`config.mk`:
```
export PLATFORM = sky130hd
export DESIGN_NAME = audio_sample_sequencer_flat
export DESIGN_NICKNAME = d
export VERILOG_FILES = /design/src/rtl/audio_seq_pkg.sv /design/src/rtl/audio_sample_sequencer_if.sv /design/src/rtl/addr_stepper.sv /design/src/rtl/audio_sample_sequencer.sv /design/src/flat_wrapper.sv
export SDC_FILE = /design/constraint.sdc
export NUM_CORES = 1
export LEC_CHECK = 0
export ABC_AREA = 1
export BUFFER_PORTS_ARGS = -buffer_cell sky130_fd_sc_hd__buf_4
export CAP_MARGIN = 20
export CELL_PAD_IN_SITES_DETAIL_PLACEMENT = 1
export CELL_PAD_IN_SITES_GLOBAL_PLACEMENT = 2
export CORE_MARGIN = 2
export CORE_UTILIZATION = 35
export DETAILED_ROUTE_END_ITERATION = 7
export PLACE_DENSITY_LB_ADDON = 0.3
export SLEW_MARGIN = 30
export SYNTH_ARGS = -nofsm -noshare
export SYNTH_HDL_FRONTEND = slang
export SYNTH_SLANG_ARGS = --single-unit
```
`constraint.sdc`:
```
create_clock -name CLOCK_50M -period 3.3 [get_ports CLOCK_50M]
set_input_delay 0.165 -clock CLOCK_50M [delete_from_list [all_inputs] [get_ports CLOCK_50M]]
set_output_delay 0.165 -clock CLOCK_50M [all_outputs]
set_load 0.02 [all_outputs]
```
`src/rtl/audio_seq_pkg.sv`:
```
// audio_seq_pkg: shared state encoding and address defaults for the audio sample sequencer
package audio_seq_pkg;
   localparam int ADDR_BITS_DEF = 23;
   localparam logic [22:0] LAST_ADDR_DEF = 23'h7FFFF;
   typedef enum logic [3:0] {
      IDLE, REQ, WAIT_DATA, OUT_LO, HOLD_LO, GAP, OUT_HI, HOLD_HI, ADVANCE
   } seq_state_t;
endpackage

```
`src/rtl/audio_sample_sequencer_if.sv`:
```
// audio_sample_sequencer_if: flash read bus between the sequencer (master) and the flash controller (slave)
// Signals: flash_read/flash_address request, flash_waitrequest stall, flash_readdata/flash_readdatavalid return
interface audio_sample_sequencer_if
   import audio_seq_pkg::*;
#(
   parameter int ADDR_BITS = ADDR_BITS_DEF
);
   logic                 flash_read;
   logic [ADDR_BITS-1:0] flash_address;
   logic                 flash_waitrequest;
   logic [31:0]          flash_readdata;
   logic                 flash_readdatavalid;
   modport master (
      output flash_read, flash_address,
      input  flash_waitrequest, flash_readdata, flash_readdatavalid
   );
   modport slave (
      input  flash_read, flash_address,
      output flash_waitrequest, flash_readdata, flash_readdatavalid
   );
endinterface

```
`src/rtl/addr_stepper.sv`:
```
// addr_stepper: next flash word address with wrap between 0 and LAST_ADDR
// Ports: i_addr current address, i_reverse direction, i_restart reload start, i_step advance one word, o_next result
module addr_stepper
   import audio_seq_pkg::*;
#(
   parameter int ADDR_BITS = ADDR_BITS_DEF,
   parameter logic [ADDR_BITS-1:0] LAST_ADDR = ADDR_BITS'(LAST_ADDR_DEF)
) (
   input  logic [ADDR_BITS-1:0] i_addr,
   input  logic                 i_reverse,
   input  logic                 i_restart,
   input  logic                 i_step,
   output logic [ADDR_BITS-1:0] o_next
);
   // restart outranks a coincident step so the reload is never lost
   always_comb
      o_next = i_restart ? (i_reverse ? LAST_ADDR : '0) :
               !i_step   ? i_addr :
               i_reverse ? (i_addr == '0 ? LAST_ADDR : i_addr - 1'b1) :
                           (i_addr == LAST_ADDR ? '0 : i_addr + 1'b1);
endmodule

```
`src/rtl/audio_sample_sequencer.sv`:
```
// audio_sample_sequencer: fetches 32-bit flash words and plays each as two 16-bit samples paced by an external timer
// Ports: CLOCK_50M clock, reset_n async active-low reset, enable/reverse/restart playback controls,
//        wait_flag/wait_done timer handshake, sample_out current sample, flash master side of the flash bus
module audio_sample_sequencer
   import audio_seq_pkg::*;
#(
   parameter int ADDR_BITS = ADDR_BITS_DEF,
   parameter logic [ADDR_BITS-1:0] LAST_ADDR = ADDR_BITS'(LAST_ADDR_DEF)
) (
   input  logic                     CLOCK_50M,
   input  logic                     reset_n,
   input  logic                     enable,
   input  logic                     reverse,
   input  logic                     restart,
   input  logic                     wait_done,
   output logic                     wait_flag,
   output logic [15:0]              sample_out,
   audio_sample_sequencer_if.master flash
);
   seq_state_t           r_state, w_next;
   logic [ADDR_BITS-1:0] r_addr, w_addr_next;
   logic [31:0]          r_word;
   logic [15:0]          r_sample;
   logic                 r_read, r_wait_flag, w_step;
   assign w_step = r_state == ADVANCE;
   addr_stepper #(.ADDR_BITS(ADDR_BITS), .LAST_ADDR(LAST_ADDR)) u_stepper (
      .i_addr    (r_addr),
      .i_reverse (reverse),
      .i_restart (restart),
      .i_step    (w_step),
      .o_next    (w_addr_next)
   );
   always_comb begin
      w_next = r_state;
      case (r_state)
         IDLE:      w_next = enable ? REQ : IDLE;
         REQ:       w_next = flash.flash_waitrequest ? REQ : WAIT_DATA;
         WAIT_DATA: w_next = flash.flash_readdatavalid ? OUT_LO : WAIT_DATA;
         OUT_LO:    w_next = HOLD_LO;
         HOLD_LO:   w_next = wait_done ? GAP : HOLD_LO;
         GAP:       w_next = OUT_HI;
         OUT_HI:    w_next = HOLD_HI;
         HOLD_HI:   w_next = wait_done ? ADVANCE : HOLD_HI;
         ADVANCE:   w_next = enable ? REQ : IDLE;
         default:   w_next = IDLE;
      endcase
   end
   // wait_flag drops only for GAP between halves so the timer clears its completed flag
   always_ff @(posedge CLOCK_50M or negedge reset_n)
      if (!reset_n) begin
         r_state     <= IDLE;
         r_addr      <= '0;
         r_word      <= '0;
         r_sample    <= '0;
         r_read      <= 1'b0;
         r_wait_flag <= 1'b0;
      end else begin
         r_state     <= w_next;
         r_addr      <= w_addr_next;
         r_read      <= w_next == REQ;
         r_wait_flag <= w_next == HOLD_LO || w_next == OUT_HI || w_next == HOLD_HI;
         if (r_state == WAIT_DATA && flash.flash_readdatavalid) r_word <= flash.flash_readdata;
         if (r_state == OUT_LO) r_sample <= r_word[15:0];
         if (r_state == OUT_HI) r_sample <= r_word[31:16];
      end
   assign flash.flash_read    = r_read;
   assign flash.flash_address = r_addr;
   assign wait_flag           = r_wait_flag;
   assign sample_out          = r_sample;
endmodule

```
`src/flat_wrapper.sv`:
```
// flat-port wrapper written by rule: the top's interface ports become plain ports
module audio_sample_sequencer_flat import audio_seq_pkg::*;
#(
   parameter int ADDR_BITS = ADDR_BITS_DEF,
   parameter logic [ADDR_BITS-1:0] LAST_ADDR = ADDR_BITS'(LAST_ADDR_DEF)
)
  (CLOCK_50M, reset_n, enable, reverse, restart, wait_done, wait_flag, sample_out, flash_flash_read, flash_flash_address, flash_flash_waitrequest, flash_flash_readdata, flash_flash_readdatavalid);
  audio_sample_sequencer_if #(.ADDR_BITS(ADDR_BITS)) flash_i ();
  input  logic CLOCK_50M;
  input  logic reset_n;
  input  logic enable;
  input  logic reverse;
  input  logic restart;
  input  logic wait_done;
  output logic wait_flag;
  output logic [15:0] sample_out;
  output wire logic [$bits(flash_i.flash_read)-1:0] flash_flash_read;
  output wire logic [$bits(flash_i.flash_address)-1:0] flash_flash_address;
  input wire logic [$bits(flash_i.flash_waitrequest)-1:0] flash_flash_waitrequest;
  input wire logic [$bits(flash_i.flash_readdata)-1:0] flash_flash_readdata;
  input wire logic [$bits(flash_i.flash_readdatavalid)-1:0] flash_flash_readdatavalid;
  assign flash_flash_read = flash_i.flash_read;
  assign flash_flash_address = flash_i.flash_address;
  assign flash_i.flash_waitrequest = flash_flash_waitrequest;
  assign flash_i.flash_readdata = flash_flash_readdata;
  assign flash_i.flash_readdatavalid = flash_flash_readdatavalid;
  audio_sample_sequencer #(.ADDR_BITS(ADDR_BITS), .LAST_ADDR(LAST_ADDR)) u_core (.CLOCK_50M(CLOCK_50M), .reset_n(reset_n), .enable(enable), .reverse(reverse), .restart(restart), .wait_done(wait_done), .wait_flag(wait_flag), .sample_out(sample_out), .flash(flash_i));
endmodule
```
* After elaboration in Yosys (flattened, before gate mapping)
Index checks and enable logic that the tools add are counted.
** Storage, ports and cells
- Register bits after elaboration :: 77
- Bits of input ports :: 40
- Output and inout port bits :: 41
- Word-level logic and storage cells :: 43
** Cells by class
- Add/sub/neg operators :: 2
- Equality and inequality tests :: 13
- Muxes and demuxes :: 14
- Reductions and logical operators :: 8
** Operator list (count)
- 2-to-1 mux 23 bit :: 5
- 2-to-1 mux 16 bit :: 2
- case mux 4 bit (8 select lines) :: 1
- equality test 4 x 3 -> 1 bit (second input constant) :: 7
- adder 23 x 1 -> 23 bit (second input constant) :: 1
- equality test 23 x 19 -> 1 bit (second input constant) :: 1
- logical NOT 23 bit :: 1
- subtractor 23 x 1 -> 23 bit (second input constant) :: 1
- 2-to-1 mux 19 bit :: 1
- equality test 4 x 1 -> 1 bit (second input constant) :: 2
- equality test 4 x 2 -> 1 bit (second input constant) :: 2
- equality test 4 bit (second input constant) :: 1
- logical NOT 4 bit :: 1
- 2-to-1 mux 4 bit :: 1
- nonzero test 2 bit :: 2
- 2-to-1 mux 1 bit :: 3
- logical OR 1 bit :: 2
- 2-to-1 mux 2 bit :: 1
- OR reduction 2 bit :: 1
- logical AND 1 bit :: 1

* Longest topological paths before layout
Gate-level depths: netlist of the first run.
- Depth in word-level cells :: 6
- Depth in mapped cells :: 12
- Gate-level depth less buffers :: 12

* Hierarchy
Synthesis of the first run repeated with hierarchy kept, for this count alone.
** Unflattened totals
- Cells, all modules :: 734
- Area, all modules :: 5126.2 um^2
** Modules (own cells, without submodules)
- audio_sample_sequencer :: times used 1, cells an instance 294, area each 2940.3 um^2, seq. area each 1926.8 um^2
- addr_stepper :: times used 1, cells an instance 440, area each 2185.8 um^2, seq. area each 0.0 um^2

* Worst setup path after synthesis of the first run
OpenSTA, ideal clock, no wires.
- Path kind :: register to register
- From :: register u_core.r_addr[0] (netlist: u_core.flash.flash_address[0])
- To :: register u_core.r_addr[5] (netlist: u_core.flash.flash_address[5])
- Setup time :: 0.117 ns
- Arrival time :: 1.635 ns
- Required time :: 3.183 ns
- Setup slack :: 1.548 ns
- Stages on the path, launching flop included :: 11
- Path buffers :: 0
- Clock period less this slack :: 1.752 ns
- Cells stage by stage :: dfrtp_1 ha_1 nand3_4 nor2_8 nand2_4 nor2_4 nand3_2 nand3_2 nor2_1 nor2_1 nor2_1
** Between the ends
- Cells in the longest elaborated chain, start to end :: 5
- Elaborated cells on any way between the ends :: 9
- Classes of those cells :: 2 x add/sub; 1 x eq/ne; 5 x mux; 1 x reduce/logical
** Ends and longest elaborated chain
- from (decl) :: RTL line audio_sample_sequencer.sv:21 : logic [ADDR_BITS-1:0] r_addr, w_addr_next;
- from (signal assigned) :: RTL line audio_sample_sequencer.sv:59 : r_addr <= w_addr_next;
- adder 23 x 1 -> 23 bit, or another cell as far along :: RTL line addr_stepper.sv:20 : (i_addr == LAST_ADDR ? '0 : i_addr + 1'b1);
- 2-to-1 mux 23 bit, on equally long branches :: RTL line addr_stepper.sv:20, addr_stepper.sv:19
- 2-to-1 mux 23 bit (*) :: RTL line addr_stepper.sv:19 : i_reverse ? (i_addr == '0 ? LAST_ADDR : i_addr - 1'b1) :
- 2-to-1 mux 23 bit (*) :: RTL line addr_stepper.sv:18 : !i_step ? i_addr :
- 2-to-1 mux 23 bit (*) :: RTL line addr_stepper.sv:17 : o_next = i_restart ? (i_reverse ? LAST_ADDR : '0) :
Every way passes the cells marked *; elsewhere a longest branch is shown, timed or not. The select of a mux whose other input is x is not followed.
A chain may end at the register's enable or synchronous reset.

* Worst setup path in the final report of the first run
- From :: register u_core.r_addr[0] (netlist: u_core.flash.flash_address[0])
- To :: register u_core.r_addr[1] (netlist: u_core.flash.flash_address[1])
Same word-level chain as after synthesis.

==> results of run 1 <==
## power by group
group	switching [mW]	internal (mW)	total (mW)	leakage (nW)
clock	0.456	0.598	1.05	0.151
combinational	0.959	0.647	1.61	1.87
sequential	0.331	1.31	1.64	0.912
total	1.75	2.55	4.30	2.94
## Yosys cell counts (12+ instances only)
cell type and instances:
sky130_fd_sc_hd__a21oi_1 15, sky130_fd_sc_hd__buf_4 12, sky130_fd_sc_hd__dfrtp_1 77, sky130_fd_sc_hd__inv_1 54, sky130_fd_sc_hd__mux2_2 25, sky130_fd_sc_hd__nand2_1 178, sky130_fd_sc_hd__nand2_2 18, sky130_fd_sc_hd__nand3_1 67
sky130_fd_sc_hd__nand4_1 16, sky130_fd_sc_hd__nor2_1 108, sky130_fd_sc_hd__nor2_2 13, sky130_fd_sc_hd__nor2_4 14, sky130_fd_sc_hd__o21ai_0 35
## what timing repair did
item	4_1_cts	5_1_grt
hold buffers	1	0
hold endpoints to repair	58	0
setup endpoints to repair	0	0
## worst max path at each step
stage                                                    startpoint                                         to  cells after the start
after CTS                               u_core.r_state[3]$_DFF_PN0_          u_core.sample_out[15]$_DFFE_PN0P_                      7
after floorplan           u_core.flash.flash_address[0]$_DFFE_PN0P_  u_core.flash.flash_address[5]$_DFFE_PN0P_                     10
final                     u_core.flash.flash_address[0]$_DFFE_PN0P_  u_core.flash.flash_address[1]$_DFFE_PN0P_                     10
after global routing                    u_core.r_state[3]$_DFF_PN0_          u_core.sample_out[15]$_DFFE_PN0P_                      7
after global placement    u_core.flash.flash_address[0]$_DFFE_PN0P_  u_core.flash.flash_address[1]$_DFFE_PN0P_                     10
after detailed placement                u_core.r_state[3]$_DFF_PN0_          u_core.sample_out[15]$_DFFE_PN0P_                      7
## routing by layer
metal | up-vias | part of all wire, %
met4 | 0 | 1.4
met1 | 2419 | 44
li1 | 2366 | -
met5 | - | 0
met3 | 15 | 4.2
met2 | 101 | 50
## cell families (layout without fill, tap and decap cells)
logic type / count (synthesis) / count (layout) / share of synthesized area (%)
adders and majority gates: 3 / 3 / 0.726
and+or+nand+nor: 439 / 439 / 40.5
muxes: 25 / 25 / 5.44
AOI/OAI and AO/OA: 57 / 57 / 5.78
xor gates and xnor gates: 7 / 7 / 1.19
buffers and inverters: 93 / 161 / 9.07
DFF: 77 / 77 / 37.3
## worst max-delay path, cell delays in order (launching register included)
cell and delay, ns:
sky130_fd_sc_hd__dfrtp_1 0.50, sky130_fd_sc_hd__ha_1 0.32, sky130_fd_sc_hd__nand2_2 0.11, sky130_fd_sc_hd__nor2_4 0.20, sky130_fd_sc_hd__nand2_2 0.10, sky130_fd_sc_hd__nor2_2 0.22, sky130_fd_sc_hd__nand2_1 0.15, sky130_fd_sc_hd__nand2_1 0.09
sky130_fd_sc_hd__nor2_1 0.04, sky130_fd_sc_hd__o21ai_1 0.13, sky130_fd_sc_hd__nand3_1 0.08
## flip-flops by register name, indices dropped and copies added, names as in the netlist
name,flops
u_core.flash.flash_address,23
u_core.flash.flash_read,1
u_core.r_state,4
u_core.r_word,32
u_core.sample_out,16
u_core.wait_flag,1
## cell type report
cell class	count	area, um^2	area share [%]
multi-input cells	531	2780	45.5
flip-flops and latches	77	1930	31.6
repair buffers	85	641	10.5
well taps	184	230	3.77
inverters	60	228	3.73
clock buffers	9	225	3.69
clock inverters	7	78.8	1.29
## per-stage QoR
step                      hold slack (ns)  cells
final                              0.0447    953
after global routing               0.0440    953
after CTS                          0.0402    953
after detailed placement            0.278    936
after global placement              0.277    936
after floorplan                    -0.131    701
==> summary.md, run 1 <==
| Metric | Value |
|---|---|
| Status | complete, no violations |
| Placed cell area | ~0.0058 mm^2 |
| Count of routing violations after the opening detailed-route iteration | ~180 |
| Top Usage Layer GRT | met2 |
| Avg Cell Area, Syn | approximately 7.4 um^2 |
| Post-Syn Area | 0.00517 mm^2 |
| Number of buffers between clock root and the deepest sink | 2 |
| Area Overhead vs Synth | 18.0% |
| Category of the worst setup path capture point | register |
| I/O pin cnt | about 80 |
| Design area | 0.00611 mm^2 |
| Die Outline Area | approximately 0.016 mm^2 |
| Clock buffer count from CTS | 9 |
| Clock period minus worst slack | roughly 2.1 ns |
| Total detailed-routing wirelength | between 15000 and 20000 um |
| Core ar. | ~0.014 mm^2 |
| Number of fill cells in the layout | ~1.8k |
| Sum Neg Setup Slack | 0 ns |
| Starting density of the core | between 30 and 40% |
| Count of unresolved DRC violations after routing | 0 |
| Dpl hpwl | 12300 um |
| CTS clock-pin slew for the worst setup and hold paths | around 0.070 ns |
| Startpoint of the lowest-slack hold path | flash_flash_readdata[23] |
| Count of final max-slew check failures | 0 |
| Synth cell types | 34 |
| Power per cell area | 703 mW/mm^2 |
| Die extent in y | about 130 um |
| Total Power | ~4.3 mW |
| Slack of the critical path | around 1.2 ns |
| Met3 routing resource usage after global routing | 3.04% |
| Placer Congestion | around 0.91 |
| Most frequent standard cell in the layout excluding fill and tap cells | sky130_fd_sc_hd__nand2_1 |
| Synth area leader | sky130_fd_sc_hd__dfrtp_1 |
| Clk Tree Root Cell | sky130_fd_sc_hd__clkbuf_16 |
| Slew at the pin with the worst max-slew slack | between 0.8 and 0.9 ns |
| Path class of the lowest-slack min-delay path | in -> reg |
| Number of failing setup endpoints in the final timing report | 0 |
| Area share of the largest cell type after synthesis | a little under two fifths |
| F_max | about 480 MHz |
| Sinks on the clock net | 77 |
| Setup Fix Bufs, Post-CTS | 0 |
| Cell types with the largest area share after synthesis | sky130_fd_sc_hd__dfrtp_1 (37%), sky130_fd_sc_hd__nand2_1 (13%), sky130_fd_sc_hd__nor2_1 (7.8%) |
| Clock tree from TritonCTS | built |
| Share of post-route cells with drive strength above 1 | between 20% and 30% |
| Mapped Nets | roughly 740 |
| Setup repair after global routing missed its margin | no |
| Post-Place Worst Slack | approximately 1.2 ns |
| Top library cells by usage in the layout, fill and taps aside | sky130_fd_sc_hd__nand2_1 (178), sky130_fd_sc_hd__nor2_1 (108), sky130_fd_sc_hd__buf_4 (84), sky130_fd_sc_hd__dfrtp_1 (77), sky130_fd_sc_hd__nand3_1 (67) |
| Met1 Track Usage GR | 27.3% |
| Final core utilization | a little over two fifths |
| Crit path max fanout | 7 |
| Number of nets in the final layout | ~810 |
| Reg2reg setup slack | roughly 1.2 ns |
| Fraction of registers with async set/reset | 100% |
| Width of the die | approximately 130 um |
| Cell count of the worst hold path | 2 |
| Critical path required time | roughly 3.5 ns |
| Sequential-to-total area share from yosys stat | between 30% and 40% |
| Crit share post-route | between 60% and 70% |
| Fin Clk Skew | 0.0125 ns |
| Number of storage elements in the synthesis netlist | 77 |
| Largest net degree at the start of global routing | 60 |
| Count of standard-cell rows | between 40 and 50 |
| Maximum level of the CTS H-tree | 3 |
| Wire length per cell after detailed routing | 17.5 um |
| Leakage power figure | about 3 nW |
| Routed vias/inst | approximately 5 |
| WP data arrival | between 2 and 2.5 ns |
| Total count of hold-check failures in the final report | 0 |
| Number of input and output port buffers inserted | 80 |
| DRT Pass-1 Iters | 4 |
| Met2 track demand over resource in global routing | around two fifths |
| Max transition margin | approximately 40% |
| Category of the worst setup path launch point | register |
| Critical Setup Path Class | reg -> reg |
| Gate Count Post-Synth | roughly 700 |
| Initial antenna violation count | 0 |
| GRT Util Overall | ~22% |
| Number of warning messages in the yosys log | 0 |
| Destination of the worst register-to-register timing path | u_core.flash.flash_address[1]$_DFFE_PN0P_ |
| Number of flops mapped to enable cells by yosys | 0 |
| Worst Reg2Reg Path Length in Cells | 10 |
| Maximum VDD drop | around 0.44 mV |
| Vias in the first global route | ~5.2k |
| Count of max-cap constraint violations | 0 |
| Worst min-delay path endpoint | u_core.r_word[23]$_DFFE_PN0P_ |
| Clk_lat worst skew | ~0.35 ns |
| First-pass GRT wire length | roughly 27000 um |
| Antenna cell count | 0 |
| Number of gates given a new drive strength after cts | 0 |
| Total congestion overflow after global routing | 0 |
| Antenna Nets Post-Route | 0 |
| Launch instance of the worst register-to-register path | u_core.flash.flash_address[0]$_DFFE_PN0P_ |
| Vias | roughly 5k |
| Predominant post-synthesis flop cell | sky130_fd_sc_hd__dfrtp_1 |
Power figures use the tool's default switching activity.
==> run 2: changes to the inputs <==
Settings changed: CORE_UTILIZATION 35 to 33.
Clock period 3.3 ns to 2 ns, I/O delays scaled along.
==> run 2 against run 1 <==
Effect of this change: utilization increased by 0.61 points; critical path type unchanged; power rose by 65%; largest power group is now combinational logic; first-iteration DRC count grew 40%; hold slack worse by 0.038 ns; count of clock-buffer cells in the layout is the same.
==> summary.md, run 2 (same netlist as run 1, synthesis figures left out) <==
| Metric | Value |
|---|---|
| Total congestion overflow after global routing | 0 (unchanged) |
| Area Overhead vs Synth | 26.2% (was 18.0%) |
| Highest metal layer used by the detailed router | met4 (unchanged) |
| Area occupied by registers | 0.00193 mm^2 (about the same) |
| F_max | 529 MHz (was 483 MHz) |
| Maximum VDD drop | 0.555 mV (was 0.439 mV) |
| Placer Congestion | 0.872 (was 0.912) |
| Maximum level of the CTS H-tree | 3 (unchanged) |
| Clock tree from TritonCTS | built (unchanged) |
| Critical Setup Path Class | reg -> reg (unchanged) |
| Number of input and output port buffers inserted | 80 (unchanged) |
| Category of the worst setup path launch point | register (unchanged) |
| Leakage power figure | 3.12 nW (was 2.94 nW) |
| GRT Util Overall | 21.5% (was 21.8%) |
| Most frequent standard cell in the layout excluding fill and tap cells | sky130_fd_sc_hd__nand2_1 (unchanged) |
| Crit path max fanout | 7 (unchanged) |
| Total detailed-routing wirelength | 17000 um (was 16600 um) |
| Category of the worst setup path capture point | register (unchanged) |
| Sinks on the clock net | 77 (unchanged) |
| Power per cell area | 1090 mW/mm^2 (was 703 mW/mm^2) |
| Clk Tree Root Cell | sky130_fd_sc_hd__clkbuf_16 (unchanged) |
| Crit share post-route | 94.5% (was 62.7%) |
| Placed cell count | 979 (was 936) |
| Number of fill cells in the layout | 1902 (was 1820) |
| Total Power | 7.09 mW (was 4.30 mW) |
| Flip-flop count of the largest register after layout | 32 (unchanged) |
| Core ar. | 0.0153 mm^2 (was 0.0145 mm^2) |
| Largest incremental delay on the critical path | 0.46 ns (was 0.50 ns) |
| Total count of hold-check failures in the final report | 0 (unchanged) |
| Antenna cell count | 0 (unchanged) |
| Layout Cells excl Fill | 1021 (was 953) |
| Max transition margin | 66.9% (was 40.6%) |
| Count of routing violations after the opening detailed-route iteration | 254 (was 182) |
| Length of routed met2 wiring | 7990 um (was 8370 um) |
| Width of the die | 129 um (was 126 um) |
| Fin Clk Skew | 0.00840 ns (was 0.0125 ns) |
| Clk_lat worst skew | 0.35 ns (about the same) |
| Met1 WL | 7910 um (was 7350 um) |
| Largest net degree at the start of global routing | 48 (was 60) |
| Share of post-route cells with drive strength above 1 | 26.4% (was 25.5%) |
| CTS clock-pin slew for the worst setup and hold paths | 0.07 ns (about the same) |
| Final core utilization | 42.8% (was 42.2%) |
| First-pass GRT wire length | 27900 um (was 27400 um) |
| I/O pin cnt | 81 (unchanged) |
| Clock buffer count from CTS | 9 (unchanged) |
| Die extent in y | 129 um (was 126 um) |
| Count of final max-slew check failures | 0 (unchanged) |
| Dpl hpwl | 12700 um (was 12300 um) |
| DRT Pass-1 Iters | 5 (was 4) |
| Detailed-routed wire length on met3 | 685 um (was 692 um) |
| Most used cell along the critical path | sky130_fd_sc_hd__nand2_2 |
| Count of unresolved DRC violations after routing | 0 (unchanged) |
| Final hold slack | 0.00633 ns (was 0.0447 ns) |
| Number of buffers between clock root and the deepest sink | 2 (unchanged) |
| Number of nets in the final layout | 848 (was 807) |
| Initial antenna violation count | 0 (unchanged) |
| Number of failing setup endpoints in the final timing report | 0 (unchanged) |
| Status | complete, no violations (unchanged) |
| Crit path cell chain | ha_2, nand2_2, nor2_4, nand2_2, nor2_2, nor2_1, o21ai_0, nand3_1, nand2_1 (was ha_1, nand2_2, nor2_4, nand2_2, nor2_2, nand2_1, nand2_1, nor2_1, o21ai_1, nand3_1) |
| Crit path max-delay cell type | sky130_fd_sc_hd__dfrtp_1 (unchanged) |
| Sum Neg Setup Slack | 0 ns (unchanged) |
| Multi-input logic area | 0.00278 mm^2 (about the same) |
| Antenna Nets Post-Route | 0 (unchanged) |
| Setup Fix Bufs, Post-CTS | 0 (unchanged) |
| Routed vias/inst | 4.93 (was 5.14) |
| Slew at the pin with the worst max-slew slack | 0.496 ns (was 0.889 ns) |
| Register name with the most flops | u_core.r_word (unchanged) |
| Critical path required time | 2.28 ns (was 3.53 ns) |
| Vias in the first global route | 5428 (was 5241) |
| Vias | 5032 (was 4901) |
| Path class of the lowest-slack min-delay path | in -> reg (unchanged) |
| Count of max-cap constraint violations | 0 (unchanged) |
| Clock period minus worst slack | 1.89 ns (was 2.07 ns) |
| Starting density of the core | 33.9% (was 35.7%) |
| Count of standard-cell rows | 45 (was 44) |
| Die Outline Area | 0.0167 mm^2 (was 0.0158 mm^2) |
| Top library cells by usage in the layout, fill and taps aside | sky130_fd_sc_hd__nand2_1 (178), sky130_fd_sc_hd__nor2_1 (108), sky130_fd_sc_hd__buf_4 (98), sky130_fd_sc_hd__dfrtp_1 (76), sky130_fd_sc_hd__nand3_1 (67) (was sky130_fd_sc_hd__nand2_1 (178), sky130_fd_sc_hd__nor2_1 (108), sky130_fd_sc_hd__buf_4 (84), sky130_fd_sc_hd__dfrtp_1 (77), sky130_fd_sc_hd__nand3_1 (67)) |
| WP data arrival | 2.17 ns (was 2.30 ns) |
| Wire length per cell after detailed routing | 16.7 um (was 17.5 um) |
| Setup repair after global routing missed its margin | no (unchanged) |
==> run 2: cell count changes in the layout (fill, tap and decap cells not counted) <==
| cell | before | now |
|---|---|---|
| sky130_fd_sc_hd__clkinv_4 | 1 | 2 |
| sky130_fd_sc_hd__bufinv_16 | 1 | 0 |
| sky130_fd_sc_hd__clkinv_2 | 1 | 0 |
| sky130_fd_sc_hd__buf_4 | 84 | 98 |
| sky130_fd_sc_hd__clkinv_8 | 0 | 1 |
| sky130_fd_sc_hd__ha_1 | 3 | 2 |
| sky130_fd_sc_hd__clkinvlp_4 | 0 | 1 |
| sky130_fd_sc_hd__dfrtp_1 | 77 | 76 |
| sky130_fd_sc_hd__inv_6 | 4 | 3 |
| sky130_fd_sc_hd__dlygate4sd3_1 | 1 | 26 |
| sky130_fd_sc_hd__buf_12 | 0 | 2 |
| sky130_fd_sc_hd__ha_2 | 0 | 1 |
| sky130_fd_sc_hd__dfrtp_2 | 0 | 1 |
==> run 2: report_power, final <==
part	internal [mW]	switching, mW
sequential	2.15	0.492
combinational	1.16	1.64
clock	0.870	0.775
total	4.19	2.91
==> run 2: worst paths after layout <==
path / from / to / slack (ns) / cells after the start
worst max-delay path: u_core.flash.flash_address[1]$_DFFE_PN0P_ / u_core.flash.flash_address[16]$_DFFE_PN0P_ / 0.11 / 9
worst min-delay path: flash_flash_readdata[6] / u_core.r_word[6]$_DFFE_PN0P_ / 0.006 / 2
worst max register to register: u_core.flash.flash_address[1]$_DFFE_PN0P_ / u_core.flash.flash_address[16]$_DFFE_PN0P_ / 0.11 / 9
worst min register to register: u_core.sample_out[4]$_DFFE_PN0P_ / u_core.sample_out[4]$_DFFE_PN0P_ / 0.49 / 2
max in group asynchronous: reset_n / u_core.r_word[5]$_DFFE_PN0P_ / 1.15 / 3
min in group asynchronous: reset_n / u_core.flash.flash_address[5]$_DFFE_PN0P_ / 0.24 / 2
==> run 2: area by class of cell <==
| class | count | area share (%) |
|---|---|---|
| clock buffer | 9 | 3.45 |
| timing repair buffer | 126 | 15.9 |
| inverter | 60 | 3.49 |
| multi-input combinational | 531 | 42.6 |
| clock inverter | 7 | 1.04 |
| tap | 211 | 4.04 |
| sequential | 77 | 29.5 |
==> run 2: timing repair <==
| item | CTS | global route |
|---|---|---|
| gates resized for setup | 0 | 2 |
| endpoints found under the setup margin | 0 | 4 |
| hold endpoints to repair | 55 | 0 |
| hold buffers | 26 | 0 |
==> run 2: stage by stage <==
| step | setup slack, ns | instance area [um^2] |
|---|---|---|
| 2_1_floorplan | 0.248 | 5170 |
| 3_3_place_gp | 0.125 | 5970 |
| 3_5_place_dp | 0.0929 | 5970 |
| 4_1_cts | 0.0824 | 6520 |
| 5_1_grt | 0.00597 | 6530 |
| 6_report | 0.111 | 6530 |
==> run 2: critical path: cells and delay by family (launching register included) <==
| family | cells | cell delay, ns |
|---|---|---|
| AO/OA/AOI/OAI | 1 | 0.27 |
| adder cells (fa/ha/maj) | 1 | 0.27 |
| flip-flops | 1 | 0.46 |
| AND/OR/NAND/NOR | 7 | 0.83 |
==> run 2: layer usage <==
layer / up-vias / track usage, %
li1: 2441 / -
met1: 2441 / 29.4
met2: 114 / 34.7
met3: 36 / 2.77
met4: 0 / 8.31
met5: - / 0
==> run 3: changes to the inputs <==
Settings changed: REMOVE_ABC_BUFFERS from default to 1.
==> run 3 against run 2 <==
Effect of this change: power rose by 3.4%; die area stayed put; first-iteration DRC count grew 5.5%.
==> summary.md, run 3 (same netlist as run 1, synthesis figures left out) <==
| Metric | Value |
|---|---|
| Number of nets in the final layout | 850 (was 848) |
| DRT Pass-1 Iters | 4 (was 5) |
| Leakage power figure | 3.14 nW (was 3.12 nW) |
| Flip-flop count of the largest register after layout | 32 (unchanged) |
| Wire length per cell after detailed routing | 17.5 um (was 16.7 um) |
| Max transition margin | 57.2% (was 66.9%) |
| Die extent in y | 129 um (unchanged) |
| Fin Clk Skew | 0.00759 ns (was 0.00840 ns) |
| CTS clock-pin slew for the worst setup and hold paths | 0.07 ns (about the same) |
| Length of routed met2 wiring | 8420 um (was 7990 um) |
| Die Outline Area | 0.0167 mm^2 (unchanged) |
| Critical Setup Path Class | reg -> reg (unchanged) |
| Slew at the pin with the worst max-slew slack | 0.641 ns (was 0.496 ns) |
| Post-Place Worst Slack | -0.00221 ns (was 0.0929 ns) |
| Clock tree from TritonCTS | built (unchanged) |
| Antenna Nets Post-Route | 0 (unchanged) |
| Crit path cell chain | nand2_2, nor2_2, nand2_2, nor2_4, nand3_1, nand3_1, nand3_2, nand2_1, inv_1 (was ha_2, nand2_2, nor2_4, nand2_2, nor2_2, nor2_1, o21ai_0, nand3_1, nand2_1) |
| Status | complete, no violations (unchanged) |
| Sum Neg Setup Slack | 0 ns (unchanged) |
| Dpl hpwl | 13400 um (was 12700 um) |
| Crit share post-route | 93.5% (was 94.5%) |
| Total count of hold-check failures in the final report | 0 (unchanged) |
| Total congestion overflow after global routing | 0 (unchanged) |
| Share of post-route cells with drive strength above 1 | 27.7% (was 26.4%) |
| Total detailed-routing wirelength | 17900 um (was 17000 um) |
| Clk Tree Root Cell | sky130_fd_sc_hd__clkbuf_16 (unchanged) |
| I/O pin cnt | 81 (unchanged) |
| Top library cells by usage in the layout, fill and taps aside | sky130_fd_sc_hd__nand2_1 (178), sky130_fd_sc_hd__nor2_1 (108), sky130_fd_sc_hd__buf_4 (104), sky130_fd_sc_hd__dfrtp_1 (70), sky130_fd_sc_hd__nand3_1 (66) (was sky130_fd_sc_hd__nand2_1 (178), sky130_fd_sc_hd__nor2_1 (108), sky130_fd_sc_hd__buf_4 (98), sky130_fd_sc_hd__dfrtp_1 (76), sky130_fd_sc_hd__nand3_1 (67)) |
| Final hold slack | 0.00574 ns (was 0.00633 ns) |
| Routed vias/inst | 4.98 (was 4.93) |
| Count of routing violations after the opening detailed-route iteration | 268 (was 254) |
| Crit path max fanout | 10 (was 7) |
| Layout Cells excl Fill | 1023 (was 1021) |
| Clock period minus worst slack | 1.87 ns (was 1.89 ns) |
| WP data arrival | 2.10 ns (was 2.17 ns) |
| Total Power | 7.33 mW (was 7.09 mW) |
| Highest metal layer used by the detailed router | met4 (unchanged) |
| Initial antenna violation count | 0 (unchanged) |
| Core ar. | 0.0153 mm^2 (unchanged) |
| Most frequent standard cell in the layout excluding fill and tap cells | sky130_fd_sc_hd__nand2_1 (unchanged) |
| Width of the die | 129 um (unchanged) |
| Count of final max-slew check failures | 0 (unchanged) |
| Category of the worst setup path capture point | register (unchanged) |
| Detailed-routed wire length on met3 | 814 um (was 685 um) |
| Area Overhead vs Synth | 27.1% (was 26.2%) |
| First-pass GRT wire length | 28600 um (was 27900 um) |
| Crit path max-delay cell type | sky130_fd_sc_hd__dfrtp_1 (unchanged) |
| Setup Fix Bufs, Post-CTS | 0 (unchanged) |
| Count of max-cap constraint violations | 0 (unchanged) |
| Vias in the first global route | 5271 (was 5428) |
| Number of input and output port buffers inserted | 80 (unchanged) |
| Critical path required time | 2.23 ns (was 2.28 ns) |
| Maximum VDD drop | 0.692 mV (was 0.555 mV) |
| Largest incremental delay on the critical path | 0.60 ns (was 0.46 ns) |
| Setup repair after global routing missed its margin | no (unchanged) |
| Count of standard-cell rows | 45 (unchanged) |
| Antenna cell count | 0 (unchanged) |
| Maximum level of the CTS H-tree | 3 (unchanged) |
| Clock buffer count from CTS | 9 (unchanged) |
| Number of failing setup endpoints in the final timing report | 0 (unchanged) |
| Starting density of the core | 33.9% (unchanged) |
| Count of unresolved DRC violations after routing | 0 (unchanged) |
| GRT Util Overall | 22.4% (was 21.5%) |
| Largest net degree at the start of global routing | 40 (was 48) |
| Category of the worst setup path launch point | register (unchanged) |
| Clk_lat worst skew | 0.34 ns (was 0.35 ns) |
| Placed cell count | 985 (was 979) |
| Vias | 5099 (was 5032) |
| F_max | 535 MHz (was 529 MHz) |
| Number of buffers between clock root and the deepest sink | 2 (unchanged) |
| Placer Congestion | 0.905 (was 0.872) |
| Path class of the lowest-slack min-delay path | in -> reg (unchanged) |
| Register name with the most flops | u_core.r_word (unchanged) |
| Met1 WL | 8370 um (was 7910 um) |
| Slack of the critical path | 0.130 ns (was 0.111 ns) |
| Power per cell area | 1120 mW/mm^2 (was 1090 mW/mm^2) |
| Sinks on the clock net | 77 (unchanged) |
run 3: changes by cell type in the layout (fill, tap and decap cells not counted), sizes merged:
cell / previous run / this run
bufinv: 0 / 2
dlygate4sd3: 26 / 22
clkbuf: 9 / 11
clkinv: 4 / 3
inv: 62 / 60
buf: 100 / 106
clkinvlp: 1 / 0
run 3: worst max-delay path: cells and delay by family (launching register included):
kind / cells / cell delay [ns]
and+or+nand+nor: 8 / 1.10
buffers and inverters: 1 / 0.04
DFF: 1 / 0.60
run 3: what timing repair did:
action                                  4_1_cts  5_1_grt
endpoints found under the hold margin        58        0
hold buffers                                 22        0
gates resized for setup                       1        9
pin swaps                                     0        1
endpoints found under the setup margin        2       10
gates cloned                                  0        0
run 3: cell type report:
cell class	instances	area (um^2)
clock buffer	11	233
clock inverter	5	82.6
fill	1905	8690
inverter	60	228
multi-input combinational	531	2790
sequential	77	1940
tap	211	264
timing repair buffer	128	1040
run 3: stage by stage:
step / util (%) / instance area, um^2
2_1_floorplan: - / 4930
5_1_grt: 43.1 / 6570
3_5_place_dp: 39.5 / 6020
6_report: 43.1 / 6570
3_3_place_gp: 39.5 / 6020
4_1_cts: 43.0 / 6560
run 3: power breakdown:
group          switching [mW]  internal (mW)  total, mW
Sequential              0.500           2.16       2.66
Combinational            1.69           1.19       2.88
Clock                   0.692           1.10       1.79
Total                    2.88           4.45       7.33
run 3: worst paths after layout:
check	end	cells past startpoint	from	slack (ns)
max in group asynchronous	u_core.r_word[25]$_DFFE_PN0P_	3	reset_n	1.05
min in group asynchronous	u_core.flash.flash_address[15]$_DFFE_PN0P_	2	reset_n	0.30
max	u_core.flash.flash_address[18]$_DFFE_PN0P_	9	u_core.flash.flash_address[11]$_DFFE_PN0P_	0.13
min reg2reg	u_core.sample_out[2]$_DFFE_PN0P_	2	u_core.sample_out[2]$_DFFE_PN0P_	0.49
max reg2reg	u_core.flash.flash_address[18]$_DFFE_PN0P_	9	u_core.flash.flash_address[11]$_DFFE_PN0P_	0.13
min	u_core.r_word[3]$_DFFE_PN0P_	3	flash_flash_readdata[3]	0.006
run 3: metal layers:
metal	up-vias	GRT usage [%]
met3	22	3.22
li1	2454	-
met2	96	36.2
met5	-	0
met1	2527	31.5
met4	0	6.33
